===== config.mk =====
export PLATFORM = sky130hd
export DESIGN_NAME = pc_sequencer
export DESIGN_NICKNAME = d
export VERILOG_FILES = /design/src/rtl/pc_sequencer_pkg.sv /design/src/rtl/branch_lut.sv /design/src/rtl/pc_sequencer.sv
export SDC_FILE = /design/constraint.sdc
export NUM_CORES = 1
export LEC_CHECK = 0
export BUFFER_PORTS_ARGS = -buffer_cell sky130_fd_sc_hd__buf_2
export CAP_MARGIN = 20
export CORE_UTILIZATION = 48
export DETAILED_ROUTE_END_ITERATION = 7
export SLEW_MARGIN = 20
export SYNTH_ARGS = -nofsm -noshare
export SYNTH_HDL_FRONTEND = slang
export SYNTH_SLANG_ARGS = --single-unit
export TNS_END_PERCENT = 50

===== constraint.sdc =====
create_clock -name clk -period 2.3 [get_ports clk]
set_input_delay 0.345 -clock clk [delete_from_list [all_inputs] [get_ports clk]]
set_output_delay 0.345 -clock clk [all_outputs]
set_load 0.02 [all_outputs]

===== src/rtl/pc_sequencer_pkg.sv =====
// ============================================================================
// Module  : pc_sequencer_pkg
// Brief   : Shared sequencer state encoding, width defaults, decoder opcodes.
// Revision: 1.0
// ============================================================================
`default_nettype none

package pc_sequencer_pkg;

    localparam int C_PC_W_DEFAULT  = 10;
    localparam int C_KEY_W_DEFAULT = 5;

    typedef enum logic [1:0] {
        ST_IDLE  = 2'd0,
        ST_RUN   = 2'd1,
        ST_STALL = 2'd2,
        ST_DONE  = 2'd3
    } seq_state_t;

    // Opcode field values produced by the instruction decoder
    localparam logic [3:0] C_OP_NOP    = 4'h0;
    localparam logic [3:0] C_OP_ALU    = 4'h1;
    localparam logic [3:0] C_OP_LOAD   = 4'h2;
    localparam logic [3:0] C_OP_STORE  = 4'h3;
    localparam logic [3:0] C_OP_BRANCH = 4'h4;
    localparam logic [3:0] C_OP_HALT   = 4'hF;

    function automatic logic is_active(input seq_state_t s);
        return (s == ST_RUN) || (s == ST_STALL);
    endfunction

endpackage

`default_nettype wire


===== src/rtl/branch_lut.sv =====
// ============================================================================
// Module  : branch_lut
// Brief   : Branch target table, one synchronous write and one async read.
// Revision: 1.0
// ============================================================================
`default_nettype none

module branch_lut #(
    parameter int KEY_W = 5,
    parameter int PC_W  = 10
) (
    input  logic             clk,
    input  logic             rst,
    input  logic             i_wr_en,
    input  logic [KEY_W-1:0] i_wr_key,
    input  logic [PC_W-1:0]  i_wr_target,
    input  logic [KEY_W-1:0] i_rd_key,
    output logic [PC_W-1:0]  o_rd_target
);

    logic [PC_W-1:0] r_mem [2**KEY_W];

    always_ff @(posedge clk) begin
        if (rst) begin
            for (int i = 0; i < 2**KEY_W; i++) begin
                r_mem[i] <= '0;
            end
        end else if (i_wr_en) begin
            r_mem[i_wr_key] <= i_wr_target;
        end
    end

    // Read bypasses nothing: a same-cycle write is seen only after the edge
    assign o_rd_target = r_mem[i_rd_key];

endmodule

`default_nettype wire


===== src/rtl/pc_sequencer.sv =====
// ============================================================================
// Module  : pc_sequencer
// Brief   : Program-counter FSM with stall, halt and LUT-based branching.
// Revision: 1.0
// ============================================================================
`default_nettype none

module pc_sequencer
    import pc_sequencer_pkg::*;
#(
    parameter int PC_W  = C_PC_W_DEFAULT,
    parameter int KEY_W = C_KEY_W_DEFAULT,
    parameter int CNT_W = 16
) (
    input  logic             clk,
    input  logic             reset,
    input  logic             start,
    input  logic             branch_en,
    input  logic [KEY_W-1:0] branch_key,
    input  logic             halt,
    input  logic             mem_busy,
    input  logic             lut_wr_en,
    input  logic [KEY_W-1:0] lut_wr_key,
    input  logic [PC_W-1:0]  lut_wr_target,
    output logic [PC_W-1:0]  pc,
    output logic             fetch_en,
    output logic             running,
    output logic             done,
    output logic [CNT_W-1:0] cycle_count
);

    localparam logic [CNT_W-1:0] C_CNT_MAX = '1;

    seq_state_t       r_state;
    seq_state_t       w_state_nxt;
    logic [PC_W-1:0]  r_pc;
    logic [PC_W-1:0]  w_pc_nxt;
    logic [PC_W-1:0]  w_lut_target;
    logic [CNT_W-1:0] r_cycle_count;
    logic [CNT_W-1:0] w_count_nxt;

    branch_lut #(
        .KEY_W (KEY_W),
        .PC_W  (PC_W)
    ) u_branch_lut (
        .clk         (clk),
        .rst         (reset),
        .i_wr_en     (lut_wr_en),
        .i_wr_key    (lut_wr_key),
        .i_wr_target (lut_wr_target),
        .i_rd_key    (branch_key),
        .o_rd_target (w_lut_target)
    );

    always_ff @(posedge clk) begin
        if (reset) begin
            r_state       <= ST_IDLE;
            r_pc          <= '0;
            r_cycle_count <= '0;
        end else begin
            r_state       <= w_state_nxt;
            r_pc          <= w_pc_nxt;
            r_cycle_count <= w_count_nxt;
        end
    end

    always_comb begin
        w_state_nxt = r_state;
        w_pc_nxt    = r_pc;
        w_count_nxt = r_cycle_count;
        case (r_state)
            ST_IDLE: begin
                if (start) begin
                    w_state_nxt = ST_RUN;
                    w_pc_nxt    = '0;
                    w_count_nxt = '0;
                end
            end
            // A stalled instruction is re-evaluated with the same rules once memory frees up
            ST_RUN, ST_STALL: begin
                if (r_cycle_count != C_CNT_MAX) begin
                    w_count_nxt = r_cycle_count + 1'b1;
                end
                if (mem_busy) begin
                    w_state_nxt = ST_STALL;
                end else if (halt) begin
                    w_state_nxt = ST_DONE;
                end else if (branch_en) begin
                    w_state_nxt = ST_RUN;
                    w_pc_nxt    = w_lut_target;
                end else begin
                    w_state_nxt = ST_RUN;
                    w_pc_nxt    = r_pc + 1'b1;
                end
            end
            ST_DONE: begin
                w_state_nxt = ST_IDLE;
            end
            default: begin
                w_state_nxt = ST_IDLE;
            end
        endcase
    end

    assign pc          = r_pc;
    assign fetch_en    = (r_state == ST_RUN);
    assign running     = is_active(r_state);
    assign done        = (r_state == ST_DONE);
    assign cycle_count = r_cycle_count;

endmodule

`default_nettype wire


[Yosys cells after proc, flatten, opt, wreduce, memory -nomap -nowiden]
Memory sizes are Yosys's and may differ from the RTL's.
Index checks and enable logic that the tools add are counted.
Word-level totals
  register bits after elaboration: 28
  bits in writable memories: 320
  output and inout bits: 29
  word-level logic and storage cells: 41
  memories: 1
Memory list
  u_branch_lut.r_mem: words 32, width 10, rd ports 1, clocked after Yosys merged registers in 0, write ports 32, line branch_lut.sv:21  | logic [PC_W-1:0] r_mem [2**KEY_W];
Cells by class
  $add $sub $neg: 2
  equal/unequal tests: 8
  muxes and demuxes: 20
  reductions and logical operators: 7
Operator list (count)
  two-way mux 10 bit: 5
  two-way mux 16 bit: 2
  case mux 16 bit (2 select lines): 1
  case mux 10 bit (2 select lines): 1
  adder 16 x 1 -> 16 bit, second input constant: 1
  inequality test 16 bit, second input constant: 1
  adder 10 x 1 -> 10 bit, second input constant: 1
  OR reduction 10 bit: 1
  inequality test 2 bit, second input constant: 4
  two-way mux 1 bit: 6
  two-way mux 2 bit: 3
  case mux 2 bit (3 select lines): 1
  two-way mux 5 bit: 1
  == test 2 bit, second input constant: 2
  AND reduction 4 bit: 1
  AND reduction 3 bit: 1
  == test 2 x 1 -> 1 bit, second input constant: 1
  logical NOT 2 bit: 1
  nonzero test 2 bit: 1
  OR reduction 2 bit: 1
  logical OR 1 bit: 1

[Depth between registers and ports, before layout]
  depth in word-level cells: 5
  depth in mapped cells: 9
  mapped depth without buffers: 7

[By module]
Synthesis repeated with hierarchy kept, for this count alone.
Unflattened totals
  cells, all modules: 1358
  area total of the unflattened synthesis: 16955.0 um^2
Modules (own cells, without submodules)
  branch_lut: times used 1, cells each 1143, area each 15245.9 um^2
  pc_sequencer: times used 1, cells each 215, area each 1709.1 um^2

[Worst setup path after synthesis]
No wires, ideal clock.
  kind: reg-to-reg
  start: reg r_state[0]
  end: reg r_cycle_count[13], in the netlist cycle_count[13]
  setup time: 0.070 ns
  arrival time: 2.046 ns
  slack: 0.184 ns
  cell stages (with the launch flop): 8
  clock period less this slack: 2.116 ns
  cells stage by stage: dfxtp_1 inv_1 ha_1 nand2_1 nor3_1 a2111o_1 or4_1 a21oi_1
Between the ends
  longest elaborated chain between the ends: 4
  elaborated cells between the ends (all ways): 9
  classes of those cells: 4 x eq/ne; 1 x mux; 4 x reduce/logical
RTL lines
  start: declaration: line pc_sequencer.sv:34  | seq_state_t r_state;
  start signal: assignment: line pc_sequencer.sv:61  | r_state <= w_state_nxt;
  == test 2 x 1 -> 1 bit or == test 2 bit (tied branches): line pc_sequencer.sv:71  | case (r_state)
  OR reduction 2 bit: line pc_sequencer.sv:71
  inequality test 2 bit (no source line) or nonzero test 2 bit (tied branches)
  AND reduction 3 bit (no source line)
  end signal: assignment: line pc_sequencer.sv:63  | r_cycle_count <= w_count_nxt;
  end: declaration: line pc_sequencer.sv:39  | logic [CNT_W-1:0] r_cycle_count;
Parallel ways exist; a longest one is shown, timed or not.
A chain may end at the register's enable or synchronous reset.

[Final worst setup path]
Same ends and word-level chain as after synthesis.

==> impl_metrics.yaml <==
sta:
  worst_pin_slew_ns: 0.7994
  clock.fmax_mhz: 465.8
  final.min_clock_period_ns: 2.147
  setup_viol: 0
  skew_ns: 0.01303
  period_share: 0.9334
  finalSetupTns_ns: 0
  slew_headroom: 0.4660
  rsz0062_at_grt: "no"
  slew_viol_final: 0
  final-hold-violation-count: 0
floorplanning:
  die_height_um: 186.8
  die_w_um: 186.8
  start_util: 0.4888
  core-area_sq_um: 33530
  die_area_sq_um: 34890
  pin_count: 56
  fp-row-count: 67
setup_path:
  slowest_stage: "a2111o_1"
  r2r_cells: 7
  cp-endpoint: "cycle_count[13]"
  critPathMaxStageDelay_ns: 0.49
  crit_start: "r_state[0]"
  worstSetupPathType: "flop to flop"
  critPathMaxFanout: 8
  path_buf_inv: 1
  path_delay_family: "simple AND/OR/NAND/NOR gates"
  r2r_setup_slack_ns: 0.15
  reg2reg_to: "cycle_count[13]"
  crit_chain: "inv_1 > ha_2 > nand2_1 > nor3_1 > a2111o_1 > or4_1 > a21oi_1"
  arrival_ns: 2.58
  endpoint_kind: "flop"
  cp.depth: 7
  cp.required_ns: 2.74
  startpoint_type: "flop"
  reg2reg_from: "r_state[0]"
yosys:
  ys_seq_area_frac: 0.6205
  ys_warn_count: 0
  synth_top_area_cell: "edfxtp_1"
  synth_seq_cells: 348
  synth_nets: 1177
  syn_area_sq_um: 16390
  synthSimpleGateAreaFrac: 0.1784
  synth_compound_area_frac: 0.03130
  synth.mux.area_fraction: 0.1315
  syn_inst: 1145
  synth_async_sr_flop_share: 0
  synthAdderAreaFrac: 0.003817
  synth_edf_count: 320
  yosys-top-cells-area: "edfxtp_1, and2_1, mux4_2"
  syn_avg_cell_area_sq_um: 14.31
  synth_xor_area_frac: 0.006947
  synth_cell_types: 55
  synth_top_area_frac: 0.5863
  synth_top_flop_cell: "edfxtp_1"
  synth_top_family_by_area: "simple AND/OR/NAND/NOR gates"
cts:
  cts_tree: "done"
  clock-sinks: 348
  cts_inserted_buffers: 39
  insertion_delay_ns: 0.52
  path_clk_slew_ns: 0.06
  ctsHoldBuffers: 0
  clk_path_buf_depth: 3
  htree_levels: 2
  clockRootBuffer: "clkbuf_16"
routing:
  top_layer: "met5"
  routed_wl_um: 41030
  vias: 9627
  viasPerCell: 5.696
  drtIter0Drc: 904
  met2_length_um: 19360
  wl_met3_um: 2974
  wl_met1_um: 17660
  drc: 0
  dr.pass1.iters: 5
  ant_nets: 0
  wire_per_inst_um: 24.28
grt:
  first_global_vias: 9637
  grt_pass1_wl_um: 61180
  track_usage: 0.2405
  grt_antenna_before_repair: 3
  gr-total-overflow: 0
  grt_max_degree: 39
min_path:
  holdCritStartpoint: "reset"
  min_path_type: "input pin to flop"
power:
  p_leak_nw: 6.714
  power_density_nw_per_um2: 788.2
  vdd_ir_drop_max_mv: 0.4417
place:
  gp_congestion: 0.8857
  portBuffers: 55
  post-dp-hpwl_um: 26870
finish:
  drive_gt1_frac: 0.2401
  mostFrequentLayoutCells: "and2_1, edfxtp_1, mux4_2, buf_4, buf_2"
  final_common_cell: "and2_1"
  num-nets-final: 1244
  area.growth.synth_to_final_pct: 14.20
  final_util: 0.5582
run:
  cap_violations: 0
run_status:
  status: "complete, no violations"
-- layer usage --
metal / track usage / vias to the layer above
met5: 0 / -
met4: 0.07062 / 2
met3: 0.05040 / 61
met2: 0.3840 / 345
met1: 0.3338 / 4872
li1: - / 4347
-- synthesized netlist by cell type, types with 3 or more instances --
library cell / count
a31o_2: 5
mux2i_1: 15
or3_1: 5
or2_2: 32
edfxtp_1: 320
a22oi_1: 16
nor3_1: 3
ha_1: 5
nor2b_1: 8
a31oi_1: 4
a21oi_1: 19
inv_1: 6
nand2_1: 23
nor4_1: 7
clkbuf_1: 80
buf_2: 11
mux4_1: 9
o21ai_0: 15
nand3_1: 10
xnor2_1: 6
nand4_1: 7
mux4_2: 78
nand2b_1: 3
or4_1: 3
nor2_1: 52
nand3b_1: 5
a211oi_1: 3
xor2_1: 7
and3_1: 3
dfxtp_1: 28
and2_1: 324
buf_6: 3
-- timing repair --
action,4_1_cts,5_1_grt
setup endpoints to repair,0,3
buffers inserted,0,1
resized for setup,0,3
-- metrics by stage --
stage | total power [mW] | setup slack, ns | hold slack [ns] | cells | area [sq um]
after CTS | 14.83 | 0.02091 | 0.1564 | 1688 | 18700
after floorplan | 8.117 | 0.1837 | 0.4908 | 1145 | 16390
after global placement | 8.588 | 0.05029 | 0.5012 | 1618 | 17410
final | 14.75 | 0.1532 | 0.1798 | 1690 | 18720
after detailed placement | 8.605 | 0.03416 | 0.5102 | 1618 | 17410
after global routing | 15.15 | 0.005806 | 0.1867 | 1689 | 18710
-- worst register-to-register path, stage by stage (launching register included) --
cell and delay (ns):
dfxtp_1 0.38, inv_1 0.06, ha_2 0.33, nand2_1 0.13, nor3_1 0.10, a2111o_1 0.49, or4_1 0.43, a21oi_1 0.16
-- registers in the layout, summed over array words and instances, names as in the netlist --
name	count
u_branch_lut.r_mem	320
cycle_count	16
r_state	2
pc	10
-- worst min-delay path by stage --
stage | endpoint | cells after the start
floorplan | r_state[1] | 2
global placement | pc[9] | 2
detailed placement | pc[9] | 2
CTS | r_state[1] | 2
global route | r_state[0] | 2
finish | r_state[1] | 2
-- cell type report --
| cell class | instances | area [sq um] |
|---|---|---|
| Inverter | 6 | 22.52 |
| Clock inverter | 19 | 212.7 |
| Sequential cell | 348 | 10170 |
| Multi-Input combinational cell | 693 | 5777 |
| Antenna cell | 1 | 2.502 |
| Clock buffer | 51 | 1074 |
| Timing Repair Buffer | 124 | 898.4 |
| Tap cell | 448 | 560.5 |
| Fill cell | 2708 | 14820 |
-- where the power goes --
part / internal, mW / total (mW) / switching [mW] / leakage, nW
clock: 3.84 / 6.28 / 2.44 / 0.628
combinational: 0.466 / 1.14 / 0.678 / 2.82
sequential: 7.22 / 7.32 / 0.107 / 3.27
total: 11.5 / 14.8 / 3.23 / 6.71
-- kinds of logic after synthesis --
logic type / Yosys count
mux: 103
xor+xnor: 13
compound gates: 78
fa+ha+maj: 5
simple gates: 494
buf+inv: 104
flops: 348
Note: power is estimated with default switching activity, not from simulation.
